[src/rtl/riscv_if_if.sv]
// Instruction-memory read bus: the fetch stage is the master, instruction memory the slave.
interface riscv_if_if;
  logic        mem_req;
  logic [31:0] mem_addr;
  logic        mem_gnt;
  logic        mem_rvalid;
  logic [31:0] mem_rdata;
  logic        mem_err;

  modport master (
    output mem_req, mem_addr,
    input  mem_gnt, mem_rvalid, mem_rdata, mem_err
  );

  modport slave (
    input  mem_req, mem_addr,
    output mem_gnt, mem_rvalid, mem_rdata, mem_err
  );
endinterface

[src/rtl/riscv_if.sv]
// Instruction fetch stage: one outstanding word read, a 2-entry instruction buffer
// feeding decode over valid/ready, redirect flush and fetch-fault reporting.
module riscv_if #(
  parameter logic [31:0] RESET_PC = 32'h0000_0000,
  parameter logic [31:0] NOP      = 32'h0000_0013
) (
  input  logic              clk,
  input  logic              rst,
  riscv_if_if.master        mem,
  input  logic              redirect,
  input  logic [31:0]       redirect_pc,
  output logic              id_valid,
  input  logic              id_ready,
  output logic [31:0]       instruction,
  output logic [31:0]       pc,
  output logic              exception
);

  typedef enum logic [1:0] {REQ, WAIT, HALT, DROP} state_e;

  typedef struct packed {
    logic [31:0] instr;
    logic [31:0] pc;
    logic        exc;
  } entry_t;

  localparam entry_t EMPTY = '{instr: NOP, pc: 32'h0, exc: 1'b0};

  state_e      state_q, state_d;
  logic [31:0] fetch_pc_q, fetch_pc_d;
  logic [1:0]  count_q, count_d;
  entry_t      head_q, head_d;
  entry_t      tail_q, tail_d;
  logic        mem_req_q, mem_req_d;
  logic [31:0] mem_addr_q, mem_addr_d;
  logic        id_valid_q, id_valid_d;

  logic        push;
  logic        pop;
  entry_t      push_entry;
  logic        in_flight;

  // A request is owed a response if it was granted this cycle or is still waiting.
  assign in_flight = (state_q == DROP)
                   || (state_q == WAIT && !mem.mem_rvalid)
                   || (state_q == REQ && mem_req_q && mem.mem_gnt);

  always_comb begin
    // NOTE: every signal gets a default first so no path leaves it unassigned (no latch).
    state_d    = state_q;
    fetch_pc_d = fetch_pc_q;
    push       = 1'b0;
    push_entry = EMPTY;
    pop        = id_valid_q & id_ready;
    head_d     = head_q;
    tail_d     = tail_q;
    count_d    = count_q;

    case (state_q)
      REQ: begin
        if (fetch_pc_q[1:0] != 2'b00) begin
          // Misaligned target: report it as a buffered fault instead of fetching.
          if (count_q != 2'd2) begin
            push       = 1'b1;
            push_entry = '{instr: NOP, pc: fetch_pc_q, exc: 1'b1};
            state_d    = HALT;
          end
        end else if (mem_req_q && mem.mem_gnt) begin
          state_d = WAIT;
        end
      end
      WAIT: begin
        if (mem.mem_rvalid) begin
          push       = 1'b1;
          push_entry = '{instr: mem.mem_rdata, pc: fetch_pc_q, exc: mem.mem_err};
          if (mem.mem_err) begin
            state_d = HALT;
          end else begin
            fetch_pc_d = fetch_pc_q + 32'd4;
            state_d    = REQ;
          end
        end
      end
      DROP: begin
        if (mem.mem_rvalid) state_d = REQ;
      end
      default: ;
    endcase

    if (redirect) begin
      fetch_pc_d = redirect_pc;
      count_d    = 2'd0;
      head_d     = EMPTY;
      state_d    = in_flight ? DROP : REQ;
    end else begin
      case ({push, pop})
        2'b10: begin
          if (count_q == 2'd0) head_d = push_entry;
          else                 tail_d = push_entry;
          count_d = count_q + 2'd1;
        end
        2'b01: begin
          head_d  = (count_q == 2'd2) ? tail_q : EMPTY;
          count_d = count_q - 2'd1;
        end
        2'b11: begin
          if (count_q == 2'd2) begin
            head_d = tail_q;
            tail_d = push_entry;
          end else begin
            head_d = push_entry;
          end
        end
        default: ;
      endcase
    end

    // Bus outputs are registered, so they are computed from the next-cycle view.
    mem_req_d  = (state_d == REQ) && (count_d != 2'd2) && (fetch_pc_d[1:0] == 2'b00);
    mem_addr_d = fetch_pc_d;
    id_valid_d = (count_d != 2'd0);
  end

  always_ff @(posedge clk or negedge rst) begin
    if (!rst) begin
      state_q    <= REQ;
      fetch_pc_q <= RESET_PC;
      count_q    <= 2'd0;
      head_q     <= EMPTY;
      tail_q     <= EMPTY;
      mem_req_q  <= 1'b0;
      mem_addr_q <= RESET_PC;
      id_valid_q <= 1'b0;
    end else begin
      // NOTE: non-blocking assignments so every flop samples pre-edge values.
      state_q    <= state_d;
      fetch_pc_q <= fetch_pc_d;
      count_q    <= count_d;
      head_q     <= head_d;
      tail_q     <= tail_d;
      mem_req_q  <= mem_req_d;
      mem_addr_q <= mem_addr_d;
      id_valid_q <= id_valid_d;
    end
  end

  assign mem.mem_req  = mem_req_q;
  assign mem.mem_addr = mem_addr_q;
  assign id_valid     = id_valid_q;
  assign instruction  = head_q.instr;
  assign pc           = head_q.pc;
  assign exception    = head_q.exc;

endmodule

[src/flat_wrapper.sv]
// flat-port wrapper written by rule: the top's interface ports become plain ports
module riscv_if_flat 
#(
  parameter logic [31:0] RESET_PC = 32'h0000_0000,
  parameter logic [31:0] NOP      = 32'h0000_0013
)
  (clk, rst, redirect, redirect_pc, id_valid, id_ready, instruction, pc, exception, mem_mem_req, mem_mem_addr, mem_mem_gnt, mem_mem_rvalid, mem_mem_rdata, mem_mem_err);
  riscv_if_if mem_i ();
  input  logic clk;
  input  logic rst;
  input  logic redirect;
  input  logic [31:0] redirect_pc;
  output logic id_valid;
  input  logic id_ready;
  output logic [31:0] instruction;
  output logic [31:0] pc;
  output logic exception;
  output wire logic [$bits(mem_i.mem_req)-1:0] mem_mem_req;
  output wire logic [$bits(mem_i.mem_addr)-1:0] mem_mem_addr;
  input wire logic [$bits(mem_i.mem_gnt)-1:0] mem_mem_gnt;
  input wire logic [$bits(mem_i.mem_rvalid)-1:0] mem_mem_rvalid;
  input wire logic [$bits(mem_i.mem_rdata)-1:0] mem_mem_rdata;
  input wire logic [$bits(mem_i.mem_err)-1:0] mem_mem_err;
  assign mem_mem_req = mem_i.mem_req;
  assign mem_mem_addr = mem_i.mem_addr;
  assign mem_i.mem_gnt = mem_mem_gnt;
  assign mem_i.mem_rvalid = mem_mem_rvalid;
  assign mem_i.mem_rdata = mem_mem_rdata;
  assign mem_i.mem_err = mem_mem_err;
  riscv_if #(.RESET_PC(RESET_PC), .NOP(NOP)) u_core (.clk(clk), .rst(rst), .mem(mem_i), .redirect(redirect), .redirect_pc(redirect_pc), .id_valid(id_valid), .id_ready(id_ready), .instruction(instruction), .pc(pc), .exception(exception));
endmodule
[config.mk]
export PLATFORM = sky130hd
export DESIGN_NAME = riscv_if_flat
export DESIGN_NICKNAME = d
export VERILOG_FILES = /design/src/rtl/riscv_if_if.sv /design/src/rtl/riscv_if.sv /design/src/flat_wrapper.sv
export SDC_FILE = /design/constraint.sdc
export NUM_CORES = 1
export LEC_CHECK = 0
export CAP_MARGIN = 20
export CORE_ASPECT_RATIO = 0.5
export CORE_MARGIN = 4
export CORE_UTILIZATION = 43
export CTS_CLUSTER_DIAMETER = 60
export DETAILED_ROUTE_END_ITERATION = 8
export PLACE_DENSITY = 0.69
export SKIP_LAST_GASP = 1
export SYNTH_ARGS = -nofsm -noshare
export SYNTH_HDL_FRONTEND = slang
export SYNTH_SLANG_ARGS = --single-unit
[constraint.sdc]
create_clock -name clk -period 3.5 [get_ports clk]
set_input_delay 0.7 -clock clk [delete_from_list [all_inputs] [get_ports clk]]
set_output_delay 0.7 -clock clk [all_outputs]
set_load 0.02 [all_outputs]
Word-level counts from Yosys, hierarchy flattened
Cells that the tools add are included.
{ "op_classes": {"addsub": 3, "multipliers": 0, "div": 0, "order_cmp": 0, "n_eq_ne": 12, "n_shift": 0, "mux": 31, "bitwise_logic": 2, "reduce_logical": 22} }
{ "ops": {"columns": ["operator", "count"], "rows": [
  ["$mux 65", 8],
  ["$pmux 65 s2", 2],
  ["$pmux 65 s3", 1],
  ["$mux 32", 4],
  ["$mux 33", 1],
  ["$add 32x3->32 const B", 1],
  ["$mux 2", 9],
  ["$reduce_bool 2->1", 5],
  ["$eq 2x2->1 const B", 4],
  ["$logic_not 2->1", 4],
  ["$ne 2x2->1 const B", 4],
  ["$logic_and 1x1->1", 6],
  ["$pmux 2 s3", 1],
  ["$eq 2x1->1 const B", 2],
  ["$pmux 2 s2", 1],
  ["$reduce_and 4->1", 1],
  ["$reduce_bool 4->1", 1],
  ["$mux 1", 3],
  ["$ne 3x2->1 const B", 1],
  ["$reduce_and 3->1", 1],
  ["$add 2x1->2 const B", 1],
  ["$logic_or 1x1->1", 2],
  ["$ne 2x1->1 const B", 1],
  ["$pmux 1 s2", 1],
  ["other kinds (5)", 5]
]} }
{ "word_totals": {"ff_bits": 168, "latch_bits": 0, "ram_bits": 0, "mem_bits_ro": 0, "inputBits": 71, "out_inout_bits": 99, "elab_cells": 82, "n_memories": 0} }

Depth between registers and ports, before layout
Gate-level depths: netlist (run 1).
{ "logic_depth": {"word_depth": 10, "mapped_depth": 11, "ltp_nobuf": 8} }

Least setup slack after synthesis (run 1)
Ideal clock, no wire load.
{ "synth_timing": {"kind": "input to register", "start": "in mem_mem_rvalid", "end": "reg u_core.head_q, in the netlist u_core.instruction[21]", "setup_time_ns": 0.078, "arrival_time_ns": 2.617, "t_required_ns": 3.422, "path_slack_ns": 0.804, "path_stages": 10, "n_path_buf": 2, "path_cell_list": "nand3b_1 o41a_1 inv_1 ha_1 nor3_1 nor2_1 nor2_1 buf_2 buf_1 o2bb2ai_1"} }
{ "synth_between": {"elab_chain_cells": 5, "elab_cells_between_ends": 14, "classes_between": "eq/ne: 4; mux: 8; reduce/logical: 2"} }
{ "synth_lines": {"columns": ["element", "line", "source"], "rows": [
  ["start, declared", "flat_wrapper.sv:21", "input wire logic [$bits(mem_i.mem_rvalid)-1:0] mem_mem_rvalid;"],
  ["$mux 1 or $mux 65 (tied branches)", "riscv_if.sv:73", "if (mem.mem_rvalid) begin"],
  ["$pmux 1 s2 or $pmux 65 s2 (tied branches)", "riscv_if.sv:59", "case (state_q)"],
  ["$eq 2x2->1 (tied with other cells)", "riscv_if.sv:96", "case ({push, pop})"],
  ["$pmux 65 s3 (tied with other cells)", "riscv_if.sv:96", null],
  ["$mux 65 or $reduce_and 2->1 (tied branches)", null, null],
  ["end signal, assigned", "riscv_if.sv:129", "head_q <= EMPTY;"],
  ["end signal, assigned", "riscv_if.sv:139", "head_q <= head_d;"],
  ["end, declared", "riscv_if.sv:32", "entry_t head_q, head_d;"]
]} }
Several ways; a longest one is shown, not always the timed one. The select of a mux whose other input is x is not followed.
A chain may end at the register's enable or synchronous reset.

Final worst setup path (run 1)
{ "layout_timing": {"start": "in mem_mem_rvalid", "end": "reg u_core.head_q, in the netlist u_core.pc[13]"} }
Same word-level chain as after synthesis.

==> summary.txt, run 1 <==
Worst-skew pair later-pin latency = 420 ps
Clock power frac = 29.9%
Total grt overflow = 0
CTS tree = built
Input/output buffers = 169
Synth Area per Inst = 10.6 um^2
Reg2reg path depth = 9
Critical Path End = u_core.pc[13]
Sequential Area = 0.00421 mm^2
WP data arrival = 3280 ps
Yosys top cell area share = 52.6%
Post-cts repair resize count = 0
Mapped cell area = 0.00770 mm^2
Clk sinks = 168
Syn Nets = 801
Post-synth cell types = 53
Share of cells above drive strength 1 = 8.26%
CP startpoint = mem_mem_rvalid
Full die area = 0.0203 mm^2
Synth Instances = 726
Synth area leader = dfrtp_1
Final design utilization = 58.2%
Outcome = finished clean
Comb power frac = 26.3%
Placer Congestion = 0.821
# DRC = 0
Die W = 197 um
Number of flops mapped to enable cells by yosys = 0
Finished Layout Cells = 1118
Row count = 34
Die Y = 103 um
F_max = 0.341 GHz
Sw Ratio = 32.9%
Final nets = 946
RSZ-0062 raised after global routing = no
# hold bufs at CTS = 0
N_diodes = 0
Post-DP HPWL = 14400 um
Clock Tree Buf Depth = 2
Worst Path Required = 3850 ps
Period Utilization, post-route = 83.7%
Starting DRC count in detailed routing = 353
Psw = 0.00192 W
Pint = 0.00391 W
Router iterations before antenna repair = 5
Leakage = 4.13 nW
CP Max Fanout = 30
Clk slew on worst S/H paths = 60 ps
Area of the multi-input gates = 0.00318 mm^2
Async SR Flop Fraction = 100%
Synthesis-to-layout area growth = 32.2%
R2r setup slk = 680 ps
Number of global-route vias before repair = 6433
Reg2Reg Capture Point = u_core.pc[13]
Post-CTS setup buffers = 0
Crit Path Class = in2reg
Slew HR = 47.7%
# setup viols final = 0
WL/cell = 19.3 um
WL final = 21600 um
Worst path max stage delay = 430 ps
Placed insts = 1086
Seq pwr share = 43.9%
Synth Register Bits = 168
Top cells by area, synth = dfrtp_1, nand2_1, a221o_1
Root buf cell = clkbuf_16
Drt via density = 5.82
Total GRT Usage = 21.4%
Total CTS buffers = 17
CP endpoint kind = flop
Synth warn = 0
H-tree levels = 4
Reg-to-Reg Start = u_core.fetch_pc_q[0]
First-pass GRT wire length = 34900 um
Filler Cells Inserted = 1488
Initial antenna violation count = 1
Slew at the pin with the worst max-slew slack = 777 ps
Crit path cell chain = clkdlybuf4s50_1 -> nand3b_1 -> o41a_1 -> inv_1 -> ha_1 -> o21a_1 -> or3_1 -> nor3b_4 -> buf_4 -> a221o_1
Max Slew Vio Count = 0
Final hold vios = 0
Hold WC Path Type = in2async
Initial cell density of the core = 44.1%
Post-route minimum period = 2930 ps
Final TNS setup = 0 ps
Critical path startpoint category = input port
Core area = 0.0175 mm^2
Worst vdd ir = 0.000307 V
Top Ports = 170
Largest net degree at the start of global routing = 85
Pwr/cell area = 573 mW/mm^2
Post-route ant nets = 0
Setup Skew = 10.7 ps
Vias after detailed routing = 6507
Max-cap violations = 0
Most used DFF post-synth = dfrtp_1
Seq/Total Area, Yosys = 54.7%
Crit-path slowest cell = clkdlybuf4s50_1
cells in the mapped netlist, types with 6 or more instances:
| master | n |
|---|---|
| a221o_1 | 30 |
| a22o_1 | 30 |
| a31oi_1 | 19 |
| a32oi_1 | 29 |
| and2_1 | 32 |
| and4_1 | 6 |
| buf_1 | 7 |
| buf_2 | 18 |
| clkbuf_1 | 35 |
| dfrtp_1 | 162 |
| dfstp_2 | 6 |
| inv_1 | 12 |
| nand2_1 | 92 |
| nand3_1 | 12 |
| nand4_1 | 12 |
| nor2_1 | 38 |
| nor3_1 | 6 |
| o21ai_0 | 53 |
| o2bb2ai_1 | 29 |
| o31ai_1 | 15 |
| or4_1 | 15 |
| xor2_1 | 7 |
layout by cell type (no fill, tap or decap), drive strengths merged, types with 2 or more instances in the layout:
cell type      count
or3                4
nand4             12
or4               15
nor3               6
nor2b              3
mux2i              2
xor2               7
a221o             30
o41a               2
o31ai             15
and3               4
nand4b             2
inv               16
a311o              2
o21ai             53
nand2             92
and2              32
clkdlybuf4s50    168
ha                 4
clkinvlp           4
nor2              38
a31oi             19
mux2               2
dfstp              6
dfrtp            162
buf               23
o2bb2ai           29
o22a               3
a2111oi            3
xnor2              4
clkbuf            19
clkinv             5
o221ai             3
and4               6
nand3             12
and3b              2
a32oi             29
a21oi              2
a22o              30
state kept, by name (all words and copies together) (netlist names):
signal,flops
u_core.mem.mem_req,1
u_core.instruction,32
u_core.tail_q,65
u_core.count_q,2
u_core.fetch_pc_q,32
u_core.exception,1
u_core.state_q,2
u_core.id_valid,1
u_core.pc,32
through the flow:
| stage | worst slack [ps] | area (um^2) | hold WS, ps | power (W) |
|---|---|---|---|---|
| 5_1_grt | 460 | 10200 | 313 | 0.00615 |
| 3_3_place_gp | 150 | 9630 | 465 | 0.00408 |
| 6_report | 570 | 10200 | 277 | 0.00584 |
| 2_1_floorplan | 804 | 7700 | 404 | 0.00344 |
| 4_1_cts | 599 | 10200 | 293 | 0.00588 |
| 3_5_place_dp | 168 | 9640 | 472 | 0.00413 |
worst max-delay path: cells and delay by family:
family | cells | cell delay, ps
buffers and inverters | 3 | 930
AOI/OAI and AO/OA | 3 | 700
adders and majority gates | 1 | 220
and+or+nand+nor | 3 | 710
how the worst min path moves through the flow:
stage	cells after the start	startpoint	end	slack [ps]
after floorplan	0	rst	u_core.count_q[0]	400
after global placement	2	u_core.tail_q[63]	u_core.tail_q[63]	460
after detailed placement	2	u_core.tail_q[44]	u_core.tail_q[44]	470
after CTS	1	rst	u_core.fetch_pc_q[8]	290
after global routing	1	rst	u_core.fetch_pc_q[8]	310
final	1	rst	u_core.pc[3]	280
kinds of logic (layout without fill, tap and decap cells):
kind of cell | after synthesis | in the layout | synth area share [%]
xor+xnor | 11 | 11 | 1.25
flops | 168 | 168 | 54.7
compound gates | 228 | 228 | 22.9
simple gates | 234 | 234 | 15.4
buf+inv | 77 | 235 | 4.48
mux | 4 | 4 | 0.552
fa+ha+maj | 4 | 4 | 0.650
final cells by class:
class | count | share of cell area (%)
Multi-Input combinational cell | 481 | 31.2
Sequential cell | 168 | 41.4
Tap cell | 234 | 2.88
Clock buffer | 19 | 4.35
Clock inverter | 13 | 0.958
Inverter | 12 | 0.442
Timing Repair Buffer | 191 | 18.8
layer usage:
| metal | routed length [um] | GRT usage, % |
|---|---|---|
| met1 | 9970 | 30.2 |
| met2 | 10300 | 34.8 |
| met3 | 1120 | 4.44 |
| met4 | 130 | 4.79 |
| met5 | 7 | 0 |
power groups by stage:
stage | registers, W | logic, W | clock network, W
after global routing | 0.00261 | 0.00167 | 0.00187
after floorplan | 0.00264 | 0.000797 | 0
after detailed placement | 0.00259 | 0.00154 | 0
after global placement | 0.00258 | 0.00150 | 0
final | 0.00256 | 0.00153 | 0.00174
after CTS | 0.00256 | 0.00154 | 0.00178
(Power assumes the default switching activity.)
==> run 2, diff against run 1 <==
- clock period: 3.5 -> 2.8 ns (I/O delays scaled with it)
==> summary.txt, run 2 (synthesis gave the netlist of run 1 again) <==
WL final = 21300 um (-1.1%)
Final hold vios = 0 (unchanged)
Full die area = 0.0203 mm^2 (unchanged)
Worst Path Required = 3090 ps (-760 ps)
Crit path buffers/inverters = 2 (-1)
Post-route minimum period = 2500 ps
Router iterations before antenna repair = 5 (unchanged)
Share of cells above drive strength 1 = 10.2% (+1.9 points)
Clk sinks = 168 (unchanged)
Top reg by flops = u_core.tail_q
Outcome = finished clean
Total CTS buffers = 17 (unchanged)
Total grt overflow = 0 (unchanged)
Placer Congestion = 0.809 (-1.5%)
Total GRT Usage = 21.3% (-0.11 points)
F_max = 0.400 GHz
Placement Setup Slack = -92.5 ps (-260 ps)
# setup viols final = 0 (unchanged)
Crit path max-delay family = compound AO/OA/AOI/OAI gates
Crit Path Class = reg2reg
Post-cts repair resize count = 0 (unchanged)
Die Y = 103 um (unchanged)
WL/cell = 18.8 um (-2.6%)
Row count = 34 (unchanged)
Final TNS setup = 0 ps (unchanged)
Final nets = 964 (+1.9%)
Largest net degree at the start of global routing = 63 (-26%)
Post-route ant nets = 0 (unchanged)
Pwr/cell area = 714 mW/mm^2 (+25%)
Setup WS post-layout = 302 ps (-269 ps)
Slew at the pin with the worst max-slew slack = 768 ps (-8.65 ps)
Max-cap violations = 0 (unchanged)
Core area = 0.0175 mm^2 (unchanged)
Worst hold margin = 91.6 ps (-185 ps)
Root buf cell = clkbuf_16
Worst path max stage delay = 480 ps (+50 ps)
Crit-path slowest cell = dfrtp_1
CTS tree = built
Synthesis-to-layout area growth = 35.2%
# hold bufs at CTS = 0 (unchanged)
Worst-skew pair later-pin latency = 410 ps (about the same)
Initial antenna violation count = 0 (-1)
Max Slew Vio Count = 0 (unchanged)
CP Max Fanout = 17 (-43%)
Critical path startpoint category = flop
Setup Skew = 9.35 ps (-1.39 ps)
Post-DP HPWL = 14600 um (+1.1%)
First-pass GRT wire length = 34700 um (-0.57%)
Vias after detailed routing = 6506 (-0.015%)
Clk slew on worst S/H paths = 70 ps (about the same)
Post-CTS setup buffers = 0 (unchanged)
Crit path cell chain = o41a_1 -> buf_4 -> ha_1 -> nor3_1 -> or3_1 -> nor3b_4 -> buf_12 -> a221o_1
Number of global-route vias before repair = 6416 (-0.26%)
Total Power = 0.00743 W (+27%)
Slew HR = 48.3% (+0.58 points)
RSZ-0062 raised after global routing = no
CP endpoint kind = flop
Most frequent cells in the layout = clkdlybuf4s50_1, dfrtp_1, nand2_1
N_diodes = 0 (unchanged)
Initial cell density of the core = 44.1% (unchanged)
Starting DRC count in detailed routing = 312 (-12%)
Worst vdd ir = 0.000491 V (+60%)
Drt via density = 5.73 (-1.6%)
WP data arrival = 2790 ps (-490 ps)
Max FFs per register = 65 (unchanged)
Die W = 197 um (unchanged)
H-tree levels = 4 (unchanged)
Hold WC Path Type = in2async
Clock Tree Buf Depth = 2 (unchanged)
Top Ports = 170 (unchanged)
Period Utilization, post-route = 89.2%
Leakage = 4.25 nW (+3.0%)
Input/output buffers = 169 (unchanged)
# DRC = 0 (unchanged)
Final design utilization = 59.6% (+1.3 points)
Commonest non-fill, non-tap cell in the layout = clkdlybuf4s50_1
==> run 2: cell types whose count changed in the layout (fill, tap and decap cells not counted) <==
cell / delta
buf_8: -1
inv_8: +1
clkinv_4: +4
clkbuf_1: -1
buf_4: +12
buf_12: +7
clkinvlp_4: -1
clkinv_2: -2
inv_6: -1
==> run 2: worst register-to-register path: cells and delay by family (launching register included) <==
kind                     cells  cell delay (ps)
AO/OA/AOI/OAI                2              820
AND/OR/NAND/NOR              3              520
flip-flops                   1              480
buffers and inverters        2              320
adder cells (fa/ha/maj)      1              220
==> run 2: path summary, 6_finish.rpt <==
kind / slack, ps / end / cells past startpoint / from
min: 90 / u_core.fetch_pc_q[4] / 1 / rst
max in group asynchronous: 1990 / u_core.tail_q[37] / 2 / rst
max: 300 / u_core.pc[12] / 8 / u_core.state_q[0]
min in group clk: 480 / u_core.tail_q[63] / 2 / u_core.tail_q[63]
min reg2reg: 480 / u_core.tail_q[63] / 2 / u_core.tail_q[63]
max reg2reg: 300 / u_core.pc[12] / 8 / u_core.state_q[0]
==> run 2: power by group <==
group          switching, W  internal, W  leakage (nW)
Clock               0.00101      0.00118         0.265
Combinational       0.00109     0.000962          1.77
Sequential         0.000317      0.00287          2.21
==> run 2: final cells by class <==
cell class | count | area [um^2]
fill | 1502 | 7070
sequential | 168 | 4210
multi-input combinational | 481 | 3180
timing repair buffer | 209 | 2130
clock buffer | 18 | 439
tap | 234 | 293
clock inverter | 14 | 118
inverter | 12 | 45.0
==> run 2: layer usage <==
layer,GRT usage [%],part of all wire (%),vias up
li1,-,-,3060
met2,34.0,47,182
met1,30.2,46,3242
met5,0,0,-
met3,4.31,5.4,22
met4,5.70,1.2,0
==> run 2: metrics by stage <==
stage                     instances  instance area (um^2)
final                          1136                 10400
after global routing           1136                 10400
after CTS                      1136                 10400
after detailed placement       1104                  9860
after global placement         1104                  9860
after floorplan                 726                  7700
==> run 3, diff against run 2 <==
- CTS_CLUSTER_SIZE: default -> 16
==> results of run 3 <==
No change in the layout: final DEF, timing and power equal those of run 2.
==> variant 1, RTL diff (config.mk and constraints of run 1) <==
Make the reset (`rst`) synchronous in one clocked block.
--- a/src/rtl/riscv_if.sv
+++ b/src/rtl/riscv_if.sv
@@ -122,5 +122,5 @@
   end
 
-  always_ff @(posedge clk or negedge rst) begin
+  always_ff @(posedge clk) begin
     if (!rst) begin
       state_q    <= REQ;
Function: differs if rst is asserted again (counterexample within 4 cycles, from zero or initial values and one cycle with rst low); with rst held inactive, the same outputs for 4 cycles.
==> variant 1 against run 1 <==
- wire length grew 3.1%
- utilization grew 0.80 points
- worst hold slack gained 180 ps
- synthesized area shrank 2.9%
- worst setup slack gained 46 ps
- cell area shrank 3.0%
- sequential cell count is the same
- sequential share of layout area shrank 7.3 points
- die area shrank 2.7%
Power is not compared: it rests on default switching activity, and its combinational part moved more than twofold at a synthesized area within 25%.
==> variant 1: results (changes against run 1) <==
Outcome
  • Status: completed

Final layout
  • Reg area: 3360 µm² (-20%)
  • Logic inverters: 11 (-1)
  • Clock buf count: 18 (-1)
  • Share of cell area taken by multi-input logic gates: 37.4% (+6.2 points)
  • Clock network area share: 5.84% (+0.53 points)
  • Share of cells above drive strength 1: 6.93% (-1.3 points)
  • Filler cell count: 1521 (+2.2%)
  • Comb_multi_in: 622 (+29%)
  • Nets: 1087 (+15%)
  • Finished layout cell area: 9870 µm² (-3.0%)
  • Final std cells w/o fill: 1251 (+12%)
  • ANT cells: 0 (unchanged)
  • Non-clk buf share: 19.4% (+0.63 points)
  • Seq_cells: 168 (unchanged)

Critical path
  • Critical path's slowest cell: nor2_4
  • CP peak stage delay: 460 ps (+30 ps)
  • Crit path max-delay family: buffers and inverters
  • Max FO, Critical Path: 44 (+47%)
  • Crit path DAT: 3200 ps (-80 ps)

Synthesis
  • Adder-Cell Fraction of Synth Area: 0.836% (+0.19 points)
  • Synth area leaders: dfxtp_1 (45%), a32oi_1 (7.4%), a21oi_1 (7.2%)
  • Mux contribution to synthesized area: 0.401% (-0.15 points)
  • Mean post-synth cell area: 8.39 µm² (-21%)
  • Top post-synthesis cells by count: dfxtp_1 (168), a21oi_1 (108), nand2_1 (78), nand3_1 (77), clkbuf_1 (69)
  • Seq/Total Area, Yosys: 45.0% (-9.7 points)
  • Netlist cell types: 58 (+9.4%)
  • XOR/XNOR Fraction of Synth Area: 1.52% (+0.27 points)
  • FFs w/ async S/R, synth: 0% (-100 points)
  • Synth Area in Compound Gates: 27.3% (+4.4 points)
  • Net Count, Synth: 968 (+21%)

Placement
  • DP Worst Slack: 221 ps (+53.5 ps)
  • Placed cell count: 1219 (+12%)
  • Post-DP HPWL: 15.0 mm (+4.1%)
  • PortBufs: 169 (unchanged)
  • Routability cong.: 0.808 (-1.7%)
  • Placement Cell Area: 9300 µm² (-3.6%)

Global routing
  • Largest net degree at the start of global routing: 81 (-4.7%)
  • Global-route wire length before repair: 35.7 mm (+2.2%)
  • Gr usage total: 21.8% (+0.35 points)
  • Vias in the first global route: 6894 (+7.2%)
  • Antenna violations before repair: 0 (-1)

STA
  • Worst Skew: 13.3 ps (+2.57 ps)
  • Worst slew pin tran: 731 ps (-45.9 ps)

Min path
  • Hold Path Class: reg -> reg

Drt
  • Via/cell ratio: 5.86 (+0.64%)
  • Per-cell routed wire length: 17.8 µm (-7.8%)
  • Initial DRC Count: 457 (+29%)

Pwr
  • VDD IR max: just under 0.4 mV
  • Clock power frac: ~40%
  • Pwr/cell area: around 470 nW/µm²

Clock tree
  • Cts repair resizes: 0 (unchanged)
  • Max clock buf depth: 2 (unchanged)
  • Clk_lat worst skew: 420 ps (about the same)

Floorplan
  • Die Wd: 195 µm (-1.4%)
==> variant 1: cell types whose count changed in the layout (fill, tap and decap cells not counted), sizes merged, moves of 32 or more <==
cell / delta
a211oi: +32
a21oi: +106
a32oi: +34
and2: -32
dfrtp: -162
dfxtp: +168
nand3: +65
==> variant 1: path summary, 6_finish.rpt <==
| check | start | endpoint | slack [ps] | cells past startpoint |
|---|---|---|---|---|
| setup / recovery | mem_mem_rvalid | u_core.instruction[19] | 620 | 10 |
| hold / removal | u_core.tail_q[11] | u_core.tail_q[11] | 450 | 2 |
| setup reg to reg | u_core.count_q[0] | u_core.instruction[19] | 780 | 9 |
| hold reg to reg | u_core.tail_q[11] | u_core.tail_q[11] | 450 | 2 |
==> variant 1: routing by layer <==
metal  GRT usage, %  vias to the layer above  share of wire [%]
li1               -                     3578                  -
met1           29.2                     3529                 47
met2           36.9                      206                 47
met3           3.99                       15                4.6
met4           5.62                        0               0.67
met5              0                        -                  0
==> variant 2, RTL diff (flow settings as in run 1) <==
Without the edit above. `NOP` is set to 32'h0000_0013 in 2 places; all go to 32'h00000009.
--- a/src/rtl/riscv_if.sv
+++ b/src/rtl/riscv_if.sv
@@ -3,5 +3,5 @@
 module riscv_if #(
   parameter logic [31:0] RESET_PC = 32'h0000_0000,
-  parameter logic [31:0] NOP      = 32'h0000_0013
+  parameter logic [31:0] NOP      = 32'h00000009
 ) (
   input  logic              clk,
--- a/src/flat_wrapper.sv
+++ b/src/flat_wrapper.sv
@@ -3,5 +3,5 @@
 #(
   parameter logic [31:0] RESET_PC = 32'h0000_0000,
-  parameter logic [31:0] NOP      = 32'h0000_0013
+  parameter logic [31:0] NOP      = 32'h00000009
 )
   (clk, rst, redirect, redirect_pc, id_valid, id_ready, instruction, pc, exception, mem_mem_req, mem_mem_addr, mem_mem_gnt, mem_mem_rvalid, mem_mem_rdata, mem_mem_err);
Formal check against the unedited RTL: not equivalent (Yosys sat finds a counterexample within 4 cycles, from zero or initial values and one cycle with rst low).
==> variant 2 against run 1 <==
- total power rose by 1.9%
- worst setup slack improved by 76 ps
- sequential power about the same
- fmax increased by 2.7%
- wire length fell by 1.0%
- register-to-register slack improved by 20 ps
- sequential cell count unchanged
- synthesized area fell by 0.65%
- cell area grew 0.23%
- critical path type unchanged
- critical endpoint is now u_core.pc[8]
- die area decreased by 0.61%
==> variant 2: results (changes against run 1) <==
Placement
  • Placement Cell Area: 9620 µm² (-0.19%)
  • Routability cong.: 0.856 (+4.2%)
  • PortBufs: 169 (unchanged)
  • Post-DP HPWL: 13.8 mm (-4.1%)

STA
  • Worst slew pin tran: 751 ps (-25.1 ps)
  • Worst Skew: 12.0 ps (+1.26 ps)

Critical path
  • CP peak stage delay: 480 ps (+50 ps)
  • Reg2reg path depth: 10 (+1)
  • Max FO, Critical Path: 30 (unchanged)
  • Critical path's slowest cell: clkdlybuf4s50_1

Synthesis
  • Synth area leaders: dfrtp_1 (54%), nand2_1 (4.6%), a221o_1 (4.2%)
  • Netlist cell types: 58 (+9.4%)
  • Ys Warns: 0 (unchanged)
  • Net Count, Synth: 794 (-0.87%)
  • Top post-synthesis cells by count: dfrtp_1 (164), nand2_1 (93), clkbuf_1 (49), o21ai_1 (42), and2_1 (36)
  • FFs w/ async S/R, synth: 100% (unchanged)
  • Seq/Total Area, Yosys: 55.0% (+0.32 points)
  • Main synth FF type: dfrtp_1

Global routing
  • Global Route met2 Usage: 34.6% (-0.18 points)
  • Vias in the first global route: 6520 (+1.4%)
  • Gr usage total: 21.6% (+0.17 points)
  • Largest net degree at the start of global routing: 81 (-4.7%)
  • Global-route wire length before repair: 35.2 mm (+0.61%)
  • Met1 usage: 30.3% (+0.16 points)
  • Antenna violations before repair: 0 (-1)
  • Met3 global-route usage: 4.94% (+0.50 points)

Final layout
  • Nets: 944 (-0.21%)
  • Biggest register: u_core.tail_q
  • Share of cells above drive strength 1: 8.06% (-0.20 points)
  • ANT cells: 0 (unchanged)
  • Max reg flops: 65 (unchanged)

Pwr
  • VDD IR max: 0.425 mV (+38%)
  • Lkg Pwr: 4.15 nW (+0.58%)

Clock tree
  • Clk_lat worst skew: 420 ps (about the same)
  • Cts repair resizes: 0 (unchanged)
  • Num CTS Buffers: 17 (unchanged)
  • H-tree depth: 4 (unchanged)
  • Root Driver: clkbuf_16
  • Postcts setup bufs: 0 (unchanged)
  • Max clock buf depth: 2 (unchanged)
  • Clock transition at path regs: 60 ps (about the same)

Drt
  • Per-cell routed wire length: 19.1 µm (-0.77%)
  • Initial DRC Count: 468 (+33%)
  • Via/cell ratio: 5.76 (-0.98%)
  • 1st-pass router iterations: 5 (unchanged)

Min path
  • Hold Path Class: in -> async

Outcome
  • Status: completed
-- variant 2: cell types whose count changed after synthesis, sizes merged, moves of 4 or more --
cell	delta
clkbuf	+14
buf	-18
inv	-4
nor2	-6
nor3	-4
and2	+4
-- variant 2: layout make-up --
type                    instances  area [µm²]
clock buffers                  21         460
inverters                       8        30.0
well taps                     234         293
multi-input cells             482        3200
clock inverters                10         123
fillers                      1468        7190
flip-flops and latches        168        4210
repair buffers                192        1890
-- variant 2: final timing paths --
| path | start | to | slack, ps |
|---|---|---|---|
| max reg2reg | u_core.count_q[0] | u_core.pc[8] | 700 |
| min reg2reg | u_core.instruction[3] | u_core.instruction[3] | 470 |
| max in group asynchronous | rst | u_core.instruction[3] | 2310 |
| min in group clk | u_core.instruction[3] | u_core.instruction[3] | 470 |
| max | mem_mem_rvalid | u_core.pc[8] | 650 |
| min | rst | u_core.fetch_pc_q[18] | 330 |
-- variant 2: cells by family after synthesis --
| family | Yosys count | synth area share, % |
|---|---|---|
| fa+ha+maj | 4 | 0.654 |
| xor+xnor | 10 | 1.14 |
| buf+inv | 69 | 3.61 |
| compound gates | 229 | 23.2 |
| simple gates | 235 | 15.8 |
| mux | 4 | 0.556 |
| flops | 168 | 55.0 |
-- variant 2: power breakdown --
part / internal (mW) / switching, mW
Sequential: 2.28 / 0.265
Clock: 1.09 / 0.777
Combinational: 0.684 / 0.845
Total: 4.06 / 1.89
-- variant 2: metrics by stage --
stage | worst slack [ps] | power (mW) | hold WS, ps | std cells | util, %
floorplan | 860 | 3.40 | 404 | 719 | -
global placement | 326 | 4.07 | 452 | 1084 | 55.3
detailed placement | 251 | 4.11 | 462 | 1084 | 55.3
CTS | 680 | 5.98 | 355 | 1115 | 58.7
global route | 509 | 6.23 | 388 | 1115 | 58.7
finish | 646 | 5.94 | 332 | 1115 | 58.7
-- variant 2: metal layers --
layer	part of all wire (%)	routed length, µm
met5	0	0
met4	0.95	202
met3	5.3	1120
met2	47	9950
met1	47	10100
-- variant 2: critical path: cells and delay by family --
family | cells | cell delay, ps
buffers and inverters | 4 | 960
AND/OR/NAND/NOR | 4 | 810
AO/OA/AOI/OAI | 2 | 420
adder cells (fa/ha/maj) | 1 | 280
